**src/rtl/uart_pkg.sv**
```systemverilog
// Shared types and frame layout for the UART receive deframer and its FIFO.
package uart_pkg;

  typedef enum logic [1:0] {
    IDLE,
    CHECK,
    WRITE,
    WAIT_LOW
  } deframe_state_t;

  localparam int FRAME_W   = 11;
  localparam int DATA_W    = 8;
  localparam int START_IDX = 0;
  localparam int PAR_IDX   = 9;
  localparam int STOP_IDX  = 10;

  typedef struct packed {
    logic              par_err;
    logic              frame_err;
    logic [DATA_W-1:0] data;
  } rx_entry_t;

endpackage

```
**src/rtl/uart_rx_fifo.sv**
```systemverilog
// Circular-buffer FIFO for deframed entries; a push into a full FIFO is
// accepted only when a pop happens on the same edge.
module uart_rx_fifo #(
  parameter int DEPTH = 4,
  parameter int WIDTH = 10
) (
  input  logic             baud_clk,
  input  logic             reset_n,
  input  logic             push,
  input  logic             pop,
  input  logic [WIDTH-1:0] wdata,
  output logic [WIDTH-1:0] rdata,
  output logic             full,
  output logic             empty
);

  localparam int PW = $clog2(DEPTH);

  logic [PW-1:0]    wr_ptr_q, wr_ptr_d;
  logic [PW-1:0]    rd_ptr_q, rd_ptr_d;
  logic [PW:0]      count_q, count_d;
  logic [WIDTH-1:0] mem_q [DEPTH];
  logic             do_push, do_pop;

  assign empty   = (count_q == '0);
  assign full    = (count_q == (PW+1)'(DEPTH));
  assign do_pop  = pop & ~empty;
  assign do_push = push & (~full | do_pop);
  assign rdata   = empty ? '0 : mem_q[rd_ptr_q];

  always_comb begin
    // NOTE: every output of a combinational block gets a default first so no latch is inferred.
    wr_ptr_d = wr_ptr_q;
    rd_ptr_d = rd_ptr_q;
    count_d  = count_q;
    if (do_push) wr_ptr_d = wr_ptr_q + PW'(1);
    if (do_pop)  rd_ptr_d = rd_ptr_q + PW'(1);
    case ({do_push, do_pop})
      2'b10:   count_d = count_q + 1'b1;
      2'b01:   count_d = count_q - 1'b1;
      default: count_d = count_q;
    endcase
  end

  always_ff @(posedge baud_clk or negedge reset_n) begin
    if (!reset_n) begin
      // NOTE: sequential state uses non-blocking assignments so all flops update together.
      wr_ptr_q <= '0;
      rd_ptr_q <= '0;
      count_q  <= '0;
    end else begin
      wr_ptr_q <= wr_ptr_d;
      rd_ptr_q <= rd_ptr_d;
      count_q  <= count_d;
    end
  end

  // NOTE: storage has no reset; stale contents are never visible because rdata is gated by empty.
  always_ff @(posedge baud_clk) begin
    if (do_push) mem_q[wr_ptr_q] <= wdata;
  end

endmodule

```
**src/rtl/uart_deframe.sv**
```systemverilog
// UART receive deframer: checks start/stop/parity of each SIPO frame and queues
// {par_err, frame_err, data}. Parity checking is enabled by UART_DEFRAME_PARITY_EN.
module uart_deframe
  import uart_pkg::*;
#(
  parameter int FIFO_DEPTH = 4
) (
  input  logic               baud_clk,
  input  logic               reset_n,
  input  logic               recieved_flag,
  input  logic [FRAME_W-1:0] data_parll,
  input  logic               parity_type,
  input  logic               rd_en,
  input  logic               err_clr,
  output logic [DATA_W-1:0]  rx_data,
  output logic               rx_valid,
  output logic               frame_error,
  output logic               parity_error,
  output logic               fifo_full,
  output logic               overrun_error
);

  deframe_state_t     state_q, state_d;
  logic [FRAME_W-1:0] frame_q, frame_d;
  rx_entry_t          entry_q, entry_d;
  rx_entry_t          head;
  logic               overrun_q, overrun_d;
  logic               par_err, push, fifo_empty, overrun_set;

`ifdef UART_DEFRAME_PARITY_EN
  assign par_err = (^frame_q[PAR_IDX:START_IDX+1]) ^ parity_type;
`else
  logic unused_par;
  assign unused_par = parity_type ^ frame_q[PAR_IDX];
  assign par_err    = 1'b0;
`endif

  assign push        = (state_q == WRITE);
  // A pop in the same cycle makes room, so the frame is not lost.
  assign overrun_set = push & fifo_full & ~rd_en;

  always_comb begin
    state_d = state_q;
    frame_d = frame_q;
    entry_d = entry_q;
    unique case (state_q)
      IDLE: begin
        if (recieved_flag) begin
          frame_d = data_parll;
          state_d = CHECK;
        end
      end
      CHECK: begin
        entry_d.data      = frame_q[PAR_IDX-1:START_IDX+1];
        entry_d.frame_err = frame_q[START_IDX] | ~frame_q[STOP_IDX];
        entry_d.par_err   = par_err;
        state_d           = WRITE;
      end
      WRITE:    state_d = WAIT_LOW;
      WAIT_LOW: if (!recieved_flag) state_d = IDLE;
      default:  state_d = IDLE;
    endcase
  end

  always_comb begin
    overrun_d = overrun_q;
    if (err_clr)     overrun_d = 1'b0;
    if (overrun_set) overrun_d = 1'b1;
  end

  always_ff @(posedge baud_clk or negedge reset_n) begin
    if (!reset_n) begin
      state_q   <= IDLE;
      frame_q   <= '0;
      entry_q   <= '0;
      overrun_q <= 1'b0;
    end else begin
      state_q   <= state_d;
      frame_q   <= frame_d;
      entry_q   <= entry_d;
      overrun_q <= overrun_d;
    end
  end

  uart_rx_fifo #(
    .DEPTH (FIFO_DEPTH),
    .WIDTH ($bits(rx_entry_t))
  ) u_fifo (
    .baud_clk (baud_clk),
    .reset_n  (reset_n),
    .push     (push),
    .pop      (rd_en),
    .wdata    (entry_q),
    .rdata    (head),
    .full     (fifo_full),
    .empty    (fifo_empty)
  );

  assign rx_valid      = ~fifo_empty;
  assign rx_data       = head.data;
  assign frame_error   = head.frame_err;
  assign parity_error  = head.par_err;
  assign overrun_error = overrun_q;

endmodule

```
**config.mk**
```make
export PLATFORM = sky130hd
export DESIGN_NAME = uart_deframe
export DESIGN_NICKNAME = d
export VERILOG_FILES = /design/src/rtl/uart_pkg.sv /design/src/rtl/uart_rx_fifo.sv /design/src/rtl/uart_deframe.sv
export SDC_FILE = /design/constraint.sdc
export NUM_CORES = 1
export LEC_CHECK = 0
export ABC_CLOCK_PERIOD_IN_PS = 2720
export CAP_MARGIN = 25
export CELL_PAD_IN_SITES_DETAIL_PLACEMENT = 0
export CELL_PAD_IN_SITES_GLOBAL_PLACEMENT = 1
export CORE_UTILIZATION = 32
export DETAILED_ROUTE_END_ITERATION = 16
export GPL_TIMING_DRIVEN = 1
export HOLD_SLACK_MARGIN = 0.05
export PLACE_DENSITY = 0.67
export REMOVE_ABC_BUFFERS = 1
export SLEW_MARGIN = 20
export SYNTH_ARGS = -nofsm -noshare
export SYNTH_HDL_FRONTEND = slang
export SYNTH_HIERARCHICAL = 1
export SYNTH_SLANG_ARGS = --single-unit
```
**constraint.sdc**
```tcl
create_clock -name baud_clk -period 2.72 [get_ports baud_clk]
set_input_delay 0.816 -clock baud_clk [delete_from_list [all_inputs] [get_ports baud_clk]]
set_output_delay 0.816 -clock baud_clk [all_outputs]
set_load 0.01 [all_outputs]
```
==> flow_summary.json, run 1 <==
{
  "status": "finished, violations left",
  "failed_checks": "design-rule violations",
  "num-fill-cells": 834,
  "numCtsBuffers": 9,
  "postRouteAntennaNets": 0,
  "io_buffers": 27,
  "r2r_end": "u_fifo/count_q[2]$_DFFE_PN0P_",
  "ys_ff_latch": 69,
  "final_common_cell": "edfxtp_1",
  "clk_pin_slew_ps": 70,
  "clock_latency_ps": 330,
  "wl_per_cell_um": 13.56,
  "setup_tns_ps": 0,
  "cp.required_ps": 1900,
  "ys_warn_count": 6,
  "final_core_util_pct": 39.95,
  "yosys.cell_types.count": 26,
  "cts_tree": "built",
  "hold_class": "flip-flop to flip-flop",
  "track_usage_pct": 10.86,
  "synth_flop_cell": "edfxtp_1",
  "leakage_nw": 1.366,
  "routed_via_density": 4.298,
  "r2r_cells": 9,
  "die_height_um": 96.34,
  "min_from": "frame_q[10]$_DFFE_PN0P_",
  "syn_avg_cell_area_um2": 17.47,
  "route.vias.total": 1371,
  "drv_cap": 0,
  "cp_top_family": "multiplexers",
  "syn_inst": 163,
  "hold_buffers": 0,
  "cp-end-kind": "primary output",
  "pre_cts_ws_ps": 38.94,
  "grt_pass1_vias": 1331,
  "hold_viol_final": 0,
  "grt-ovfl-total": 0,
  "grt_max_degree": 30,
  "mappedNetlistArea_um2": 2848,
  "powerDensity_nw_per_um2": 1123,
  "skew_ps": 7.534,
  "first_pass_iters": 10,
  "drc": 1,
  "slew_violations": 0,
  "antenna_found_initial": 0,
  "cp_max_fo": 7,
  "cp.depth": 4,
  "crit_arrival_ps": 1800,
  "path_buf_inv": 2,
  "io_pins": 30,
  "core_um2": 8678,
  "std_cell_rows": 34,
  "path_class": "flip-flop to primary output",
  "max_freq_ghz": 0.3818,
  "routed_wl_mm": 4.326,
  "ctsRootBufferMaster": "clkbuf_8",
  "startpoint_type": "flip-flop",
  "h-tree-depth": 3,
  "drtIter0Drc": 34,
  "start_util_pct": 32.81,
  "finalNetCount": 234,
  "synth-edff-count": 40,
  "hpwl_mm": 2.882,
  "finalWorstSetupSlack_ps": 100.9,
  "synth-seq-area-share_pct": 67.66,
  "syn_to_final_growth_pct": 21.75,
  "rrSetupSlack_ps": 560,
  "async_flop_share_pct": 42.03,
  "slowest_delay_ps": 520,
  "crit_end": "rx_data[4]",
  "crit_slowest_cell": "mux4_2",
  "die_area_um2": 9280,
  "ir_drop_uv": 402.7,
  "drive_above_1_share_pct": 26.54,
  "r2r_start": "u_fifo/count_q[0]$_DFFE_PN0P_",
  "die_x_um": 96.34,
  "post-route-min-period_ps": 2619,
  "clock_sinks": 69,
  "critPathLaunch": "u_fifo/rd_ptr_q[0]$_DFFE_PN0P_",
  "layout_common_cells": "40 x edfxtp_1, 28 x dfrtp_1, 18 x mux2_2",
  "rsz0062_at_grt": "false",
  "finalSetupViolCount": 0,
  "gp_congestion": 0.6538,
  "clock_path_buffers": 2,
  "period_share_pct": 96.29,
  "diodes": 0,
  "crit_chain": "buf_6, mux4_2, nor2b_1, dlygate4sd2_1",
  "grt_pass1_wl_mm": 6.982
}
## how the worst min path moves through the flow
stage / to / slack, ps / depth (start not counted)
floorplan: entry_q[8]$_DFFE_PN0N_ / 430 / 1
global placement: entry_q[8]$_DFFE_PN0N_ / 440 / 1
detailed placement: entry_q[8]$_DFFE_PN0N_ / 450 / 1
CTS: entry_q[8]$_DFFE_PN0N_ / 460 / 1
global route: entry_q[8]$_DFFE_PN0N_ / 480 / 1
finish: entry_q[8]$_DFFE_PN0N_ / 460 / 1
## cells in the mapped netlist (2+ instances only)
cell type	instances	area share, %
mux2i_1	3	1.1
xor2_1	4	1.2
nand2_1	2	0.26
xnor2_1	2	0.62
dfrtp_1	29	25
mux2_2	18	7.1
and2_2	4	1.1
inv_1	12	1.6
nor2_1	4	0.53
edfxtp_1	40	42
nor2b_1	11	2.4
buf_2	2	0.35
mux4_2	10	7.9
ha_1	10	4.4
## cells by family after synthesis
kind of cell,synth area share (%)
AO/OA/AOI/OAI,0.9667
XOR/XNOR,1.845
adder cells (fa/ha/maj),5.097
buffers and inverters,2.329
flip-flops,67.66
multiplexers,17.00
other,0.1317
AND/OR/NAND/NOR,4.965
## registers in the layout, summed over array words and instances (netlist names)
register,flops
u_fifo/rd_ptr_q,2
frame_q,10
overrun_error,1
u_fifo/count_q,3
u_fifo/mem_q,40
entry_q,9
state_q,2
u_fifo/wr_ptr_q,2
## repair_timing
item                       in CTS  in global routing
setup buffers                   1                  0
resized for setup              13                  2
setup endpoints to repair      10                  6
## stage by stage
stage	std cells	power (W)	cell area, um^2	hold WS, ps
6_report	319	0.003895	3467	455.2
5_1_grt	319	0.004179	3467	483.9
4_1_cts	320	0.003969	3472	459.0
3_5_place_dp	303	0.003262	3288	449.6
3_3_place_gp	303	0.003226	3288	444.9
2_1_floorplan	162	0.002684	2838	429.8
## report_power, final
part | internal, W | switching, W
Sequential | 0.00155 | 0.000239
Combinational | 0.000769 | 0.000580
Clock | 0.000409 | 0.000345
## metal layers
layer	GRT usage, %	wire (um)
met5	0	0
met4	7.353	86
met3	2.686	175
met2	16.61	2135
met1	13.59	1929
## area by class of cell
class	count	area, um^2	share of cell area [%]
clock buffer	9	123.9	3.573
clock inverter	7	56.30	1.624
inverter	12	45.04	1.299
multi-input combinational	81	868.3	25.05
sequential	69	1928	55.61
tap	108	135.1	3.898
timing repair buffer	33	310.3	8.950
## worst reg2reg max path, delay by kind of cell, from the launching register on
family | cells | cell delay, ps
buffers and inverters | 2 | 110
DFF | 1 | 420
xor gates and xnor gates | 2 | 290
adders and majority gates | 2 | 540
and+or+nand+nor | 2 | 530
AOI/OAI and AO/OA | 1 | 200
Note: power is estimated with default switching activity, not from simulation.
==> inputs of run 2 (changes only) <==
Settings changed: SKIP_CTS_REPAIR_TIMING from default to 1.
==> run 2 against run 1 <==
Maximum frequency about the same. Flip-flop and latch count unchanged. Sequential share of layout area decreased by 0.56 points. Sequential power about the same. The flow still finishes with violations (design-rule violations). Largest power group unchanged. Final cell count unchanged. Die area unchanged. Total power increased by 0.99%. Via count decreased by 0.73%. Clock power about the same. Count of clock-buffer cells in the layout unchanged. Critical endpoint is now fifo_full. Non-clock buffer count unchanged.
==> flow_summary.json, run 2 (synthesis results as in run 1) <==
{
  "skew_ps": 7.256,
  "postRouteAntennaNets": 0,
  "rsz0062_at_grt": "false",
  "syn_to_final_growth_pct": 22.98,
  "netSwitchingPower_w": 0.001158,
  "hold_class": "flip-flop to flip-flop",
  "crit_chain": "or3b_1, inv_1, clkdlybuf4s50_1",
  "min_from": "frame_q[10]$_DFFE_PN0P_",
  "failed_checks": "design-rule violations",
  "r2r_end": "u_fifo/count_q[2]$_DFFE_PN0P_",
  "io_pins": 30,
  "routed_wl_mm": 4.271,
  "clock_sinks": 69,
  "numCtsBuffers": 9,
  "r2r_start": "u_fifo/count_q[0]$_DFFE_PN0P_",
  "grt-ovfl-total": 0,
  "crit_arrival_ps": 1800,
  "finalWorstSetupSlack_ps": 101.9,
  "slowest_delay_ps": 540,
  "first_pass_iters": 10,
  "hpwl_mm": 2.882,
  "std_cell_rows": 34,
  "cp_max_fo": 4,
  "finalNetCount": 234,
  "start_util_pct": 32.81,
  "antenna_found_initial": 0,
  "routed_via_density": 4.266,
  "p_comb_share_pct": 35.3,
  "rrSetupSlack_ps": 540,
  "num-fill-cells": 829,
  "drc": 1,
  "crit_slowest_cell": "clkdlybuf4s50_1",
  "clock_path_buffers": 2,
  "clock_latency_ps": 330,
  "slew_violations": 0,
  "grt_pass1_vias": 1342,
  "post-route-min-period_ps": 2618,
  "ctsRootBufferMaster": "clkbuf_8",
  "cp-end-kind": "primary output",
  "path_class": "flip-flop to primary output",
  "finalSetupViolCount": 0,
  "track_usage_pct": 10.80,
  "diodes": 0,
  "status": "finished, violations left",
  "worst_hold_slack_ps": 455.2,
  "cp.required_ps": 1900,
  "hold_viol_final": 0,
  "drive_above_1_share_pct": 26.07,
  "drtIter0Drc": 25,
  "largest_register_ffs": 40,
  "switching_share_pct": 29.45,
  "cts_tree": "built",
  "ir_drop_uv": 404.0,
  "drv_cap": 0,
  "die_area_um2": 9280,
  "seqCellArea_um2": 1928,
  "die_height_um": 96.34,
  "final_common_cell": "edfxtp_1",
  "p_int_w": 0.002775,
  "route.vias.total": 1361,
  "grt_max_degree": 30,
  "gp_congestion": 0.6538,
  "regMostFlops": "u_fifo/mem_q",
  "grt_pass1_wl_mm": 6.941,
  "die_x_um": 96.34,
  "multi_input_area_um2": 865.8,
  "period_share_pct": 96.26,
  "whs_path_depth": 1,
  "core_um2": 8678,
  "io_buffers": 27,
  "r2r_cells": 9,
  "seqPwrFrac_pct": 45.5,
  "layout_common_cells": "40 x edfxtp_1, 28 x dfrtp_1, 18 x mux2_2",
  "powerDensity_nw_per_um2": 1123,
  "h-tree-depth": 3,
  "holdPathEnd": "entry_q[8]$_DFFE_PN0N_",
  "startpoint_type": "flip-flop",
  "top_regs": "u_fifo/mem_q (40), frame_q (10), entry_q (9)",
  "pre_cts_ws_ps": 38.94,
  "power_frac_clock_pct": 19.2,
  "leakage_nw": 1.451,
  "clk_pin_slew_ps": 60,
  "max_freq_ghz": 0.3820,
  "setup_tns_ps": 0,
  "wl_per_cell_um": 13.39
}
-- run 2: area by class of cell --
| class | count | share of cell area [%] |
|---|---|---|
| clock buffer | 9 | 3.537 |
| clock inverter | 7 | 1.608 |
| inverter | 12 | 1.286 |
| multi-input combinational | 81 | 24.72 |
| sequential | 69 | 55.06 |
| tap | 108 | 3.859 |
| timing repair buffer | 33 | 9.932 |
-- run 2: power by group through the flow --
| stage | clock network, W | registers, W | logic [W] |
|---|---|---|---|
| global placement | 0 | 0.00179 | 0.00143 |
| finish | 0.000755 | 0.00179 | 0.00139 |
| CTS | 0.000785 | 0.00179 | 0.00145 |
| floorplan | 0 | 0.00176 | 0.000927 |
| global route | 0.000822 | 0.00184 | 0.00155 |
| detailed placement | 0 | 0.00181 | 0.00145 |
-- run 2: worst max path at each step --
| stage | from | end | depth (start not counted) | slack, ps |
|---|---|---|---|---|
| after global placement | rd_en | u_fifo/count_q[2]$_DFFE_PN0P_ | 8 | 40 |
| after global routing | u_fifo/count_q[0]$_DFFE_PN0P_ | fifo_full | 3 | 6 |
| after CTS | u_fifo/rd_ptr_q[0]$_DFFE_PN0P_ | rx_data[4] | 4 | -130 |
| after floorplan | u_fifo/count_q[0]$_DFFE_PN0P_ | u_fifo/count_q[2]$_DFFE_PN0P_ | 8 | 490 |
| final | u_fifo/count_q[0]$_DFFE_PN0P_ | fifo_full | 3 | 100 |
| after detailed placement | rd_en | u_fifo/count_q[2]$_DFFE_PN0P_ | 9 | 40 |
-- run 2: worst max-delay path: cells and delay by family, from the launching register on --
kind | cells | cell delay [ps]
buf+inv | 2 | 630
flops | 1 | 420
simple gates | 1 | 440
-- run 2: stage by stage --
stage	util [%]	cells	power [W]	area [um^2]
2_1_floorplan	-	162	0.002684	2838
3_3_place_gp	37.89	303	0.003226	3288
3_5_place_dp	37.89	303	0.003262	3288
5_1_grt	40.35	319	0.004218	3502
6_report	40.35	319	0.003934	3502
4_1_cts	39.97	319	0.004030	3468
-- run 2: metal layers --
| layer | wire (um) | track usage, % | up-vias |
|---|---|---|---|
| li1 | - | - | 667 |
| met2 | 2084 | 16.55 | 30 |
| met4 | 95 | 7.353 | 0 |
| met3 | 189 | 2.686 | 7 |
| met5 | 0 | 0 | - |
| met1 | 1902 | 13.45 | 657 |
